===== src/rtl/pcss_inf_bridge.sv =====
//------------------------------------------------------------------------------
// pcss_inf_bridge: 64-bit AXI-Stream <-> 16-bit parity chip link, plus tik strobe
// Rev 1.0
//------------------------------------------------------------------------------
`default_nettype none

module pcss_inf_bridge #(
  parameter int DATA_WIDTH     = 64,
  parameter int CHIPDATA_WIDTH = 16,
  parameter int TIK_PERIOD     = 1000,
  parameter int TIK_HIGH       = 10
) (
  input  logic                      clk,
  input  logic                      rst_n,
  input  logic [DATA_WIDTH-1:0]     S_AXIS_send_tdata,
  input  logic                      S_AXIS_send_tvalid,
  input  logic                      S_AXIS_send_tlast,
  input  logic [DATA_WIDTH/8-1:0]   S_AXIS_send_tkeep,
  output logic                      S_AXIS_send_tready,
  output logic [DATA_WIDTH-1:0]     M_AXIS_recv_tdata,
  output logic                      M_AXIS_recv_tvalid,
  output logic                      M_AXIS_recv_tlast,
  output logic [DATA_WIDTH/8-1:0]   M_AXIS_recv_tkeep,
  input  logic                      M_AXIS_recv_tready,
  output logic                      tik,
  output logic [CHIPDATA_WIDTH-1:0] recv_data_in_E,
  output logic                      recv_data_valid_E,
  output logic                      recv_data_par_E,
  input  logic                      recv_data_ready_E,
  input  logic                      recv_data_err_E,
  input  logic [CHIPDATA_WIDTH-1:0] send_data_out_E,
  input  logic                      send_data_valid_E,
  input  logic                      send_data_par_E,
  output logic                      send_data_ready_E,
  output logic                      send_data_err_E
);

  localparam int c_FLITS = DATA_WIDTH / CHIPDATA_WIDTH;
  localparam int c_IDX_W = (c_FLITS > 1) ? $clog2(c_FLITS) : 1;
  localparam logic [c_IDX_W-1:0] c_LAST_IDX = c_IDX_W'(c_FLITS - 1);
  localparam int c_TIK_W = (TIK_PERIOD > 1) ? $clog2(TIK_PERIOD) : 1;
  localparam logic [c_TIK_W-1:0] c_TIK_MAX  = c_TIK_W'(TIK_PERIOD - 1);
  localparam logic [c_TIK_W-1:0] c_TIK_HIGH = c_TIK_W'(TIK_HIGH);

  typedef enum logic [0:0] {
    ST_IDLE = 1'b0,
    ST_SEND = 1'b1
  } tx_state_t;

  // TX path
  tx_state_t                 r_tx_state;
  logic                      r_tx_ready;
  logic                      r_tx_valid;
  logic [CHIPDATA_WIDTH-1:0] r_tx_data;
  logic                      r_tx_par;
  logic [DATA_WIDTH-1:0]     r_tx_word;
  logic [c_IDX_W-1:0]        r_tx_idx;
  logic [CHIPDATA_WIDTH-1:0] w_tx_first;
  logic [CHIPDATA_WIDTH-1:0] w_tx_next;

  // RX path
  logic [DATA_WIDTH-1:0]     r_rx_asm;
  logic [c_IDX_W-1:0]        r_rx_cnt;
  logic [DATA_WIDTH-1:0]     r_m_tdata;
  logic                      r_m_tvalid;
  logic                      r_rx_ready;
  logic                      r_rx_err;
  logic                      w_rx_take;
  logic                      w_rx_good;
  logic                      w_rx_last;
  logic                      w_m_tvalid_nxt;

  // Timestep strobe
  logic [c_TIK_W-1:0]        r_tik_cnt;
  logic                      r_tik;

  logic                      w_unused;

  assign w_unused   = ^{S_AXIS_send_tlast, S_AXIS_send_tkeep};
  assign w_tx_first = S_AXIS_send_tdata[DATA_WIDTH-1 -: CHIPDATA_WIDTH];
  // r_tx_word is shifted left per flit, so the following flit always sits just below the top
  assign w_tx_next  = r_tx_word[DATA_WIDTH-CHIPDATA_WIDTH-1 -: CHIPDATA_WIDTH];

  always_ff @(posedge clk or negedge rst_n) begin
    if (!rst_n) begin
      r_tx_state <= ST_IDLE;
      r_tx_ready <= 1'b1;
      r_tx_valid <= 1'b0;
      r_tx_data  <= '0;
      r_tx_par   <= 1'b0;
      r_tx_word  <= '0;
      r_tx_idx   <= '0;
    end else begin
      case (r_tx_state)
        ST_IDLE: begin
          if (S_AXIS_send_tvalid && r_tx_ready) begin
            r_tx_word  <= S_AXIS_send_tdata;
            r_tx_idx   <= '0;
            r_tx_data  <= w_tx_first;
            r_tx_par   <= ^w_tx_first;
            r_tx_valid <= 1'b1;
            r_tx_ready <= 1'b0;
            r_tx_state <= ST_SEND;
          end
        end
        ST_SEND: begin
          // an err handshake leaves everything untouched so the same flit is re-presented
          if (recv_data_ready_E && !recv_data_err_E) begin
            if (r_tx_idx == c_LAST_IDX) begin
              r_tx_valid <= 1'b0;
              r_tx_ready <= 1'b1;
              r_tx_state <= ST_IDLE;
            end else begin
              r_tx_idx  <= r_tx_idx + 1'b1;
              r_tx_word <= r_tx_word << CHIPDATA_WIDTH;
              r_tx_data <= w_tx_next;
              r_tx_par  <= ^w_tx_next;
            end
          end
        end
        default: r_tx_state <= ST_IDLE;
      endcase
    end
  end

  always_comb begin
    w_rx_take      = send_data_valid_E && r_rx_ready;
    w_rx_good      = ~^{send_data_par_E, send_data_out_E};
    w_rx_last      = w_rx_take && w_rx_good && (r_rx_cnt == c_LAST_IDX);
    w_m_tvalid_nxt = r_m_tvalid;
    if (w_rx_last)
      w_m_tvalid_nxt = 1'b1;
    else if (r_m_tvalid && M_AXIS_recv_tready)
      w_m_tvalid_nxt = 1'b0;
  end

  always_ff @(posedge clk or negedge rst_n) begin
    if (!rst_n) begin
      r_rx_asm   <= '0;
      r_rx_cnt   <= '0;
      r_m_tdata  <= '0;
      r_m_tvalid <= 1'b0;
      r_rx_ready <= 1'b0;
      r_rx_err   <= 1'b0;
    end else begin
      r_m_tvalid <= w_m_tvalid_nxt;
      // ready tracks the next tvalid so a flit can land right after the host handshake
      r_rx_ready <= ~w_m_tvalid_nxt;
      r_rx_err   <= w_rx_take && !w_rx_good;
      if (w_rx_take && w_rx_good) begin
        r_rx_asm <= {r_rx_asm[DATA_WIDTH-CHIPDATA_WIDTH-1:0], send_data_out_E};
        if (w_rx_last) begin
          r_rx_cnt  <= '0;
          r_m_tdata <= {r_rx_asm[DATA_WIDTH-CHIPDATA_WIDTH-1:0], send_data_out_E};
        end else begin
          r_rx_cnt <= r_rx_cnt + 1'b1;
        end
      end
    end
  end

  always_ff @(posedge clk or negedge rst_n) begin
    if (!rst_n) begin
      r_tik_cnt <= '0;
      r_tik     <= 1'b0;
    end else begin
      r_tik_cnt <= (r_tik_cnt == c_TIK_MAX) ? '0 : r_tik_cnt + 1'b1;
      r_tik     <= (r_tik_cnt < c_TIK_HIGH);
    end
  end

  assign S_AXIS_send_tready = r_tx_ready;
  assign recv_data_in_E     = r_tx_data;
  assign recv_data_valid_E  = r_tx_valid;
  assign recv_data_par_E    = r_tx_par;
  assign M_AXIS_recv_tdata  = r_m_tdata;
  assign M_AXIS_recv_tvalid = r_m_tvalid;
  assign M_AXIS_recv_tlast  = 1'b1;
  assign M_AXIS_recv_tkeep  = '1;
  assign send_data_ready_E  = r_rx_ready;
  assign send_data_err_E    = r_rx_err;
  assign tik                = r_tik;

endmodule

`default_nettype wire


===== config.mk =====
export PLATFORM = sky130hd
export DESIGN_NAME = pcss_inf_bridge
export DESIGN_NICKNAME = d
export VERILOG_FILES = /design/src/rtl/pcss_inf_bridge.sv
export SDC_FILE = /design/constraint.sdc
export NUM_CORES = 1
export LEC_CHECK = 0
export CORE_ASPECT_RATIO = 2
export CORE_MARGIN = 1
export CORE_UTILIZATION = 50
export DETAILED_ROUTE_END_ITERATION = 6
export PLACE_DENSITY = 0.8
export SYNTH_ARGS = -nofsm -noshare
export SYNTH_HDL_FRONTEND = slang
export SYNTH_SLANG_ARGS = --single-unit

===== constraint.sdc =====
create_clock -name clk -period 1.83 [get_ports clk]
set_input_delay 0.366 -clock clk [delete_from_list [all_inputs] [get_ports clk]]
set_output_delay 0.366 -clock clk [all_outputs]
set_load 0.02 [all_outputs]

# Word-level counts from Yosys, hierarchy flattened
# Index checks and enable logic that the tools add are counted.
# classes
bitwise_logic	2
n_reduce_logical	15
magnitude_cmp	1
eq_ne	7
muxes	32
add_sub_neg	3
# ops
op	count
two-way mux 48 bit	3
case mux 48 bit (2 select lines)	1
two-way mux 16 bit	3
case mux 16 bit (2 select lines)	1
XOR reduction 16 bit	2
XNOR reduction 17 bit	1
two-way mux 1 bit	14
adder 10 x 1 -> 10 bit, second input constant	1
== test 10 bit, second input constant	1
less-than comparator 10 x 4 -> 1 bit, second input constant	1
two-way mux 10 bit	1
two-way mux 2 bit	4
case mux 1 bit (2 select lines)	4
logical AND 1 bit	7
AND reduction 3 bit	2
adder 2 x 1 -> 2 bit, second input constant	2
== test 2 bit, second input constant	2
inequality test 2 x 1 -> 1 bit, second input constant	2
inequality test 2 bit, second input constant	2
case mux 2 bit (2 select lines)	1
zero test 1 bit	2
inverter 1 bit	2
AND reduction 2 bit	1
# word_totals
regBits	198

# Longest topological paths before layout
# logic_depth
depth_word	5
mapped_depth	8
depth_no_buf	6

# Worst setup path before layout
# Ideal clock, no wire load.
# synth_timing
kind	input -> register
startpoint	input send_data_out_E[4]
endpoint	register r_m_tdata[25], in the netlist M_AXIS_recv_tdata[25]
slack_ps	-277
stages	8
t_arrival_ps	1979
setup_time_ps	127
path_cell_list	xor2_1 -> xnor3_1 -> xnor2_2 -> xnor2_2 -> nor2_2 -> buf_6 -> buf_6 -> mux2_1
# synth_between
elab_chain_len	4
# synth_rtl
item	line_no	source
start: declaration	31	input logic [CHIPDATA_WIDTH-1:0] send_data_out_E,
XNOR reduction 17 bit (*)	128	w_rx_good = ~^{send_data_par_E, send_data_out_E};
logical AND 1 bit (*)	129, 150	
logical AND 1 bit	129	w_rx_last = w_rx_take && w_rx_good && (r_rx_cnt == c_LAST_IDX);
AND reduction 2 bit (no source line) (*)	--	
end signal: assignment	154	r_m_tdata <= {r_rx_asm[DATA_WIDTH-CHIPDATA_WIDTH-1:0], send_data_out_E};
end: declaration	64	logic [DATA_WIDTH-1:0] r_m_tdata;
# Mark *: on every way between the ends. The rest lies on a longest branch, timed or not.
# A chain may end at the register's enable or synchronous reset.

# Final worst setup path
# layout_timing
startpoint	input send_data_out_E[7]
endpoint	register r_rx_asm[9]
# layout_between
elab_chain_len	2
# layout_rtl
item	line_no	source
XNOR reduction 17 bit	128	
logical AND 1 bit	150	if (w_rx_take && w_rx_good) begin
end signal: assignment	151	r_rx_asm <= {r_rx_asm[DATA_WIDTH-CHIPDATA_WIDTH-1:0], send_data_out_E};
end: declaration	62	logic [DATA_WIDTH-1:0] r_rx_asm;
# No other way between the ends.

==> results_tabular.tex <==
\begin{tabular}{lr}
\hline
Metric & Value \\
\hline
\multicolumn{2}{l}{\textbf{Pwr}} \\
\quad Switching Share & 0.324 \\
\quad Total power & approximately 0.019 W \\
\quad Sequential fraction of design power & 0.368 \\
\quad Net switching power & 0.00601 W \\
\quad Leak pwr & 5.84 nW \\
\quad Total power density per cell area & 1490 mW/mm\^{}2 \\
\quad Fraction of power consumed by the clock network & 0.215 \\
\quad VDD IR max & 0.00114 V \\
\quad Portion of total power attributed to combinational logic & 0.417 \\
\quad Cell Int Power & 0.0125 W \\
\multicolumn{2}{l}{\textbf{Timing}} \\
\quad Final Worst Setup Slack & -0.250 ns \\
\quad Tcrit/Tclk final & 1.14 \\
\quad Time the final worst path needs with I/O delays and setup & approximately 2.1 ns \\
\quad Count of final setup violators & 116 \\
\quad Worst setup skew after layout & 0.00788 ns \\
\quad Final Hold Vio Count & 0 \\
\quad Worst slew margin & 0.628 \\
\quad Slew at the pin closest to its max-slew limit & 0.558 ns \\
\quad RSZ-0062 raised after global routing & true \\
\quad Fmax & 0.481 GHz \\
\quad Smallest hold slack & between 0.2 and 0.3 ns \\
\quad Max-slew violations & 0 \\
\multicolumn{2}{l}{\textbf{Floorplanning}} \\
\quad Io pins & a little under 200 \\
\quad Total die area & roughly 0.017 sq mm \\
\quad Effective utilization at floorplan & 0.517 \\
\quad Die extent in x & between 90 and 100 microns \\
\quad Core area & 0.0164 sq mm \\
\quad Die boundary height & 186 microns \\
\quad Placement row count & 66 \\
\multicolumn{2}{l}{\textbf{Status}} \\
\quad Run status & complete, but fails checks \\
\quad Violated checks & setup timing \\
\multicolumn{2}{l}{\textbf{GRT}} \\
\quad Largest net degree at the start of global routing & between 60 and 70 \\
\quad Via count of the first global-routing pass & 6,311 \\
\quad Antenna violations before repair & 0 \\
\quad Total routing usage reported by global routing & 0.255 \\
\quad Global-route wire length before repair & 33,100 microns \\
\quad Total global routing overflow & 0 \\
\multicolumn{2}{l}{\textbf{Worst setup path}} \\
\quad Master of the slowest instance on the critical path & xnor3\_1 \\
\quad Critical path class & in2reg \\
\quad Startpoint Class & input port \\
\quad Delay of the slowest cell on the worst path & 0.47 ns \\
\quad Cell family with most CP delay & XOR/XNOR gates \\
\quad Data arrival time of the critical path & approximately 2.4 ns \\
\quad Element type at the critical path end & flip-flop \\
\quad Worst path buffer plus inverter count & 4 \\
\quad Data required time of the critical path & 2.15 ns \\
\quad Critical path cell sequence & buf\_8 -> xnor2\_2 -> xnor3\_1 -> xnor2\_2 -> xnor2\_4 -> buf\_6 -> nor2\_4 -> buf\_6 -> clkbuf\_16 -> mux2\_4 \\
\quad CP max FO & 6 \\
\multicolumn{2}{l}{\textbf{Placement}} \\
\quad Final weighted congestion in routability-driven placement & roughly 0.77 \\
\quad Placement Setup Slack & -0.973 ns \\
\quad Count of input and output buffers & 174 \\
\quad Post-DP HPWL & 13,900 microns \\
\multicolumn{2}{l}{\textbf{Finish}} \\
\quad Growth of design area from synthesis to finish & 46.9\% \\
\quad Footprint of the multi-input gates & 0.00379 sq mm \\
\quad Finished Core Util & 0.759 \\
\quad Number of diodes added for antenna fixing & 0 \\
\quad Number of fill cells in the layout & 977 \\
\quad Number of nets in the layout & between 1,000 and 1,500 \\
\quad Flip-flop and latch area & between 0.004 and 0.005 sq mm \\
\quad Fraction of final layout cells with drive strength greater than 1 & 0.273 \\
\multicolumn{2}{l}{\textbf{Synthesis}} \\
\quad Post-synthesis instance area & 0.00845 sq mm \\
\quad Share of Yosys cell area claimed by the top area cell type & 0.584 \\
\quad Post-Syn Instances & 660 \\
\quad Library cells used by synthesis & 33 \\
\quad Cell taking the most area after synthesis & dfrtp\_1 \\
\quad Proportion of synthesized chip area in sequential cells & 0.587 \\
\quad Count of state elements after synthesis & 198 \\
\quad Post-Synthesis Mean Instance Area & around 13 sq um \\
\quad Top post-synthesis cells by area & dfrtp\_1 (58\%), mux2\_2 (9.7\%), mux2i\_1 (5.8\%) \\
\quad Proportion of synthesized flip-flops having asynchronous set or reset & 1.00 \\
\quad Warnings from Yosys & 0 \\
\quad Ys flop type & dfrtp\_1 \\
\quad Number of synthesized flops with an enable pin & 0 \\
\multicolumn{2}{l}{\textbf{Drt}} \\
\quad Vias per std cell & 5.37 \\
\quad Vias & 5,993 \\
\quad Number of nets still failing antenna checks after routing & 0 \\
\quad Detailed-route wire length & $\sim$24,000 microns \\
\quad Initial DRC count & 261 \\
\quad Avg WL per Cell & 21.7 microns \\
\quad DRC violations left & 0 \\
\quad 1st-pass router iterations & 5 \\
\multicolumn{2}{l}{\textbf{CTS}} \\
\quad Number of buffers created by CTS & 17 \\
\quad CTS tree & done \\
\quad Source-to-sink clock delay at the later pin of the worst-skew pair & 0.43 ns \\
\quad CTS sink count & $\sim$200 \\
\quad Clock slew at the register clock pins of the worst setup and hold paths & 0.08 ns \\
\quad Count of H-tree levels built during CTS & 4 \\
\quad Maximum clock insertion buffer count & 2 \\
\quad Root buf cell & clkbuf\_16 \\
\multicolumn{2}{l}{\textbf{Job}} \\
\quad Max-Cap Viols & 0 \\
\multicolumn{2}{l}{\textbf{Hold path}} \\
\quad Worst min-delay path category & in2reg \\
\hline
\end{tabular}
[final timing paths]
kind	start	to	slack, ns	depth (start not counted)
worst min-delay path	send_data_out_E[5]	r_rx_asm[5]	0.27	3
worst max-delay path	send_data_out_E[7]	r_rx_asm[9]	-0.25	10
min in group asynchronous	rst_n	M_AXIS_recv_tdata[2]	0.49	2
max in group asynchronous	rst_n	recv_data_in_E[9]	0.63	3
worst max register to register	r_rx_cnt[0]	M_AXIS_recv_tdata[44]	0.05	7
worst min register to register	r_tx_word[14]	r_tx_word[14]	0.47	2
[kinds of logic after synthesis]
group	Yosys count	synth area share
and+or+nand+nor	134	0.0708
adders and majority gates	3	0.00444
muxes	163	0.210
buffers and inverters	45	0.0310
xor gates and xnor gates	52	0.0573
AOI/OAI and AO/OA	64	0.0393
DFF	198	0.587
other	1	0.000444
[through the flow]
step / cell area (sq um) / TNS, ns / instances
after CTS: 11900 / -8.53 / 1107
final: 12400 / -21.52 / 1117
after floorplan: 8560 / -28.71 / 668
after global routing: 12400 / -28.87 / 1117
after global placement: 10900 / -101.90 / 1063
after detailed placement: 10900 / -108.70 / 1063
[tightest hold or removal path: stages]
cell and delay, ns:
buf_6 0.08, buf_4 0.11, mux2_4 0.13
[state kept, by name, summed over array words and instances, names as in the netlist]
name / cells
r_tx_state: 1
recv_data_par_E: 1
M_AXIS_recv_tdata: 64
tik: 1
r_tx_idx: 2
S_AXIS_send_tready: 1
send_data_ready_E: 1
r_rx_asm: 48
recv_data_valid_E: 1
send_data_err_E: 1
M_AXIS_recv_tvalid: 1
recv_data_in_E: 16
r_tx_word: 48
r_rx_cnt: 2
r_tik_cnt: 10
[power groups by stage]
| stage | Sequential [W] | Clock (W) | Combinational, W |
|---|---|---|---|
| floorplan | 0.00725 | 0 | 0.00247 |
| global placement | 0.00651 | 0 | 0.00550 |
| detailed placement | 0.00660 | 0 | 0.00570 |
| CTS | 0.00660 | 0.00400 | 0.00645 |
| global route | 0.00691 | 0.00422 | 0.00800 |
| finish | 0.00682 | 0.00398 | 0.00772 |
[synth_stat cells, types with 2 or more instances]
cell	instances
a21oi_1	5
buf_2	2
buf_4	14
buf_6	5
clkbuf_1	20
dfrtp_1	197
ha_1	3
inv_1	3
mux2_1	41
mux2_2	73
mux2i_1	49
nand2_1	89
nand3_1	7
nand3b_1	17
nor2_1	12
nor2_2	2
nor2b_1	3
nor4_1	2
o21ai_0	54
xnor2_1	40
xnor2_2	2
xor2_1	9
[cells in the final DEF, fill, tap and decap left out, types with 12 or more instances in the layout]
master,synthesis,routed
buf_6,5,13
nand3b_1,17,17
mux2_4,0,114
buf_4,14,50
xnor2_1,40,33
dlymetal6s2s_1,0,27
nor2_1,12,12
nand2_1,89,89
dfrtp_1,197,196
o21ai_0,54,54
clkbuf_16,0,23
dlygate4sd2_1,0,14
mux2i_1,49,49
clkdlybuf4s50_1,0,125
[routing by layer]
metal / vias up / track usage / wire, microns
li1: 2711 / - / -
met1: 3015 / 0.280 / 8760
met2: 226 / 0.465 / 13400
met3: 41 / 0.0670 / 1490
met4: 0 / 0.0923 / 610
met5: - / 0 / 0
[timing repair]
action	4_1_cts	5_1_grt
cloned	5	9
buffers inserted	8	5
endpoints found under the hold margin	51	0
gates resized for setup	91	109
hold buffers	1	0
setup endpoints to repair	120	138
pin swaps	6	6
[layout make-up]
cell class                      instances  share of cell area
Inverter                                3            0.000908
Clock buffer                           17              0.0343
Timing Repair Buffer                  256               0.223
Sequential cell                       198               0.400
Multi-Input combinational cell        425               0.306
Tap cell                              204              0.0206
Clock inverter                         14              0.0156
Power figures use the tool's default switching activity.
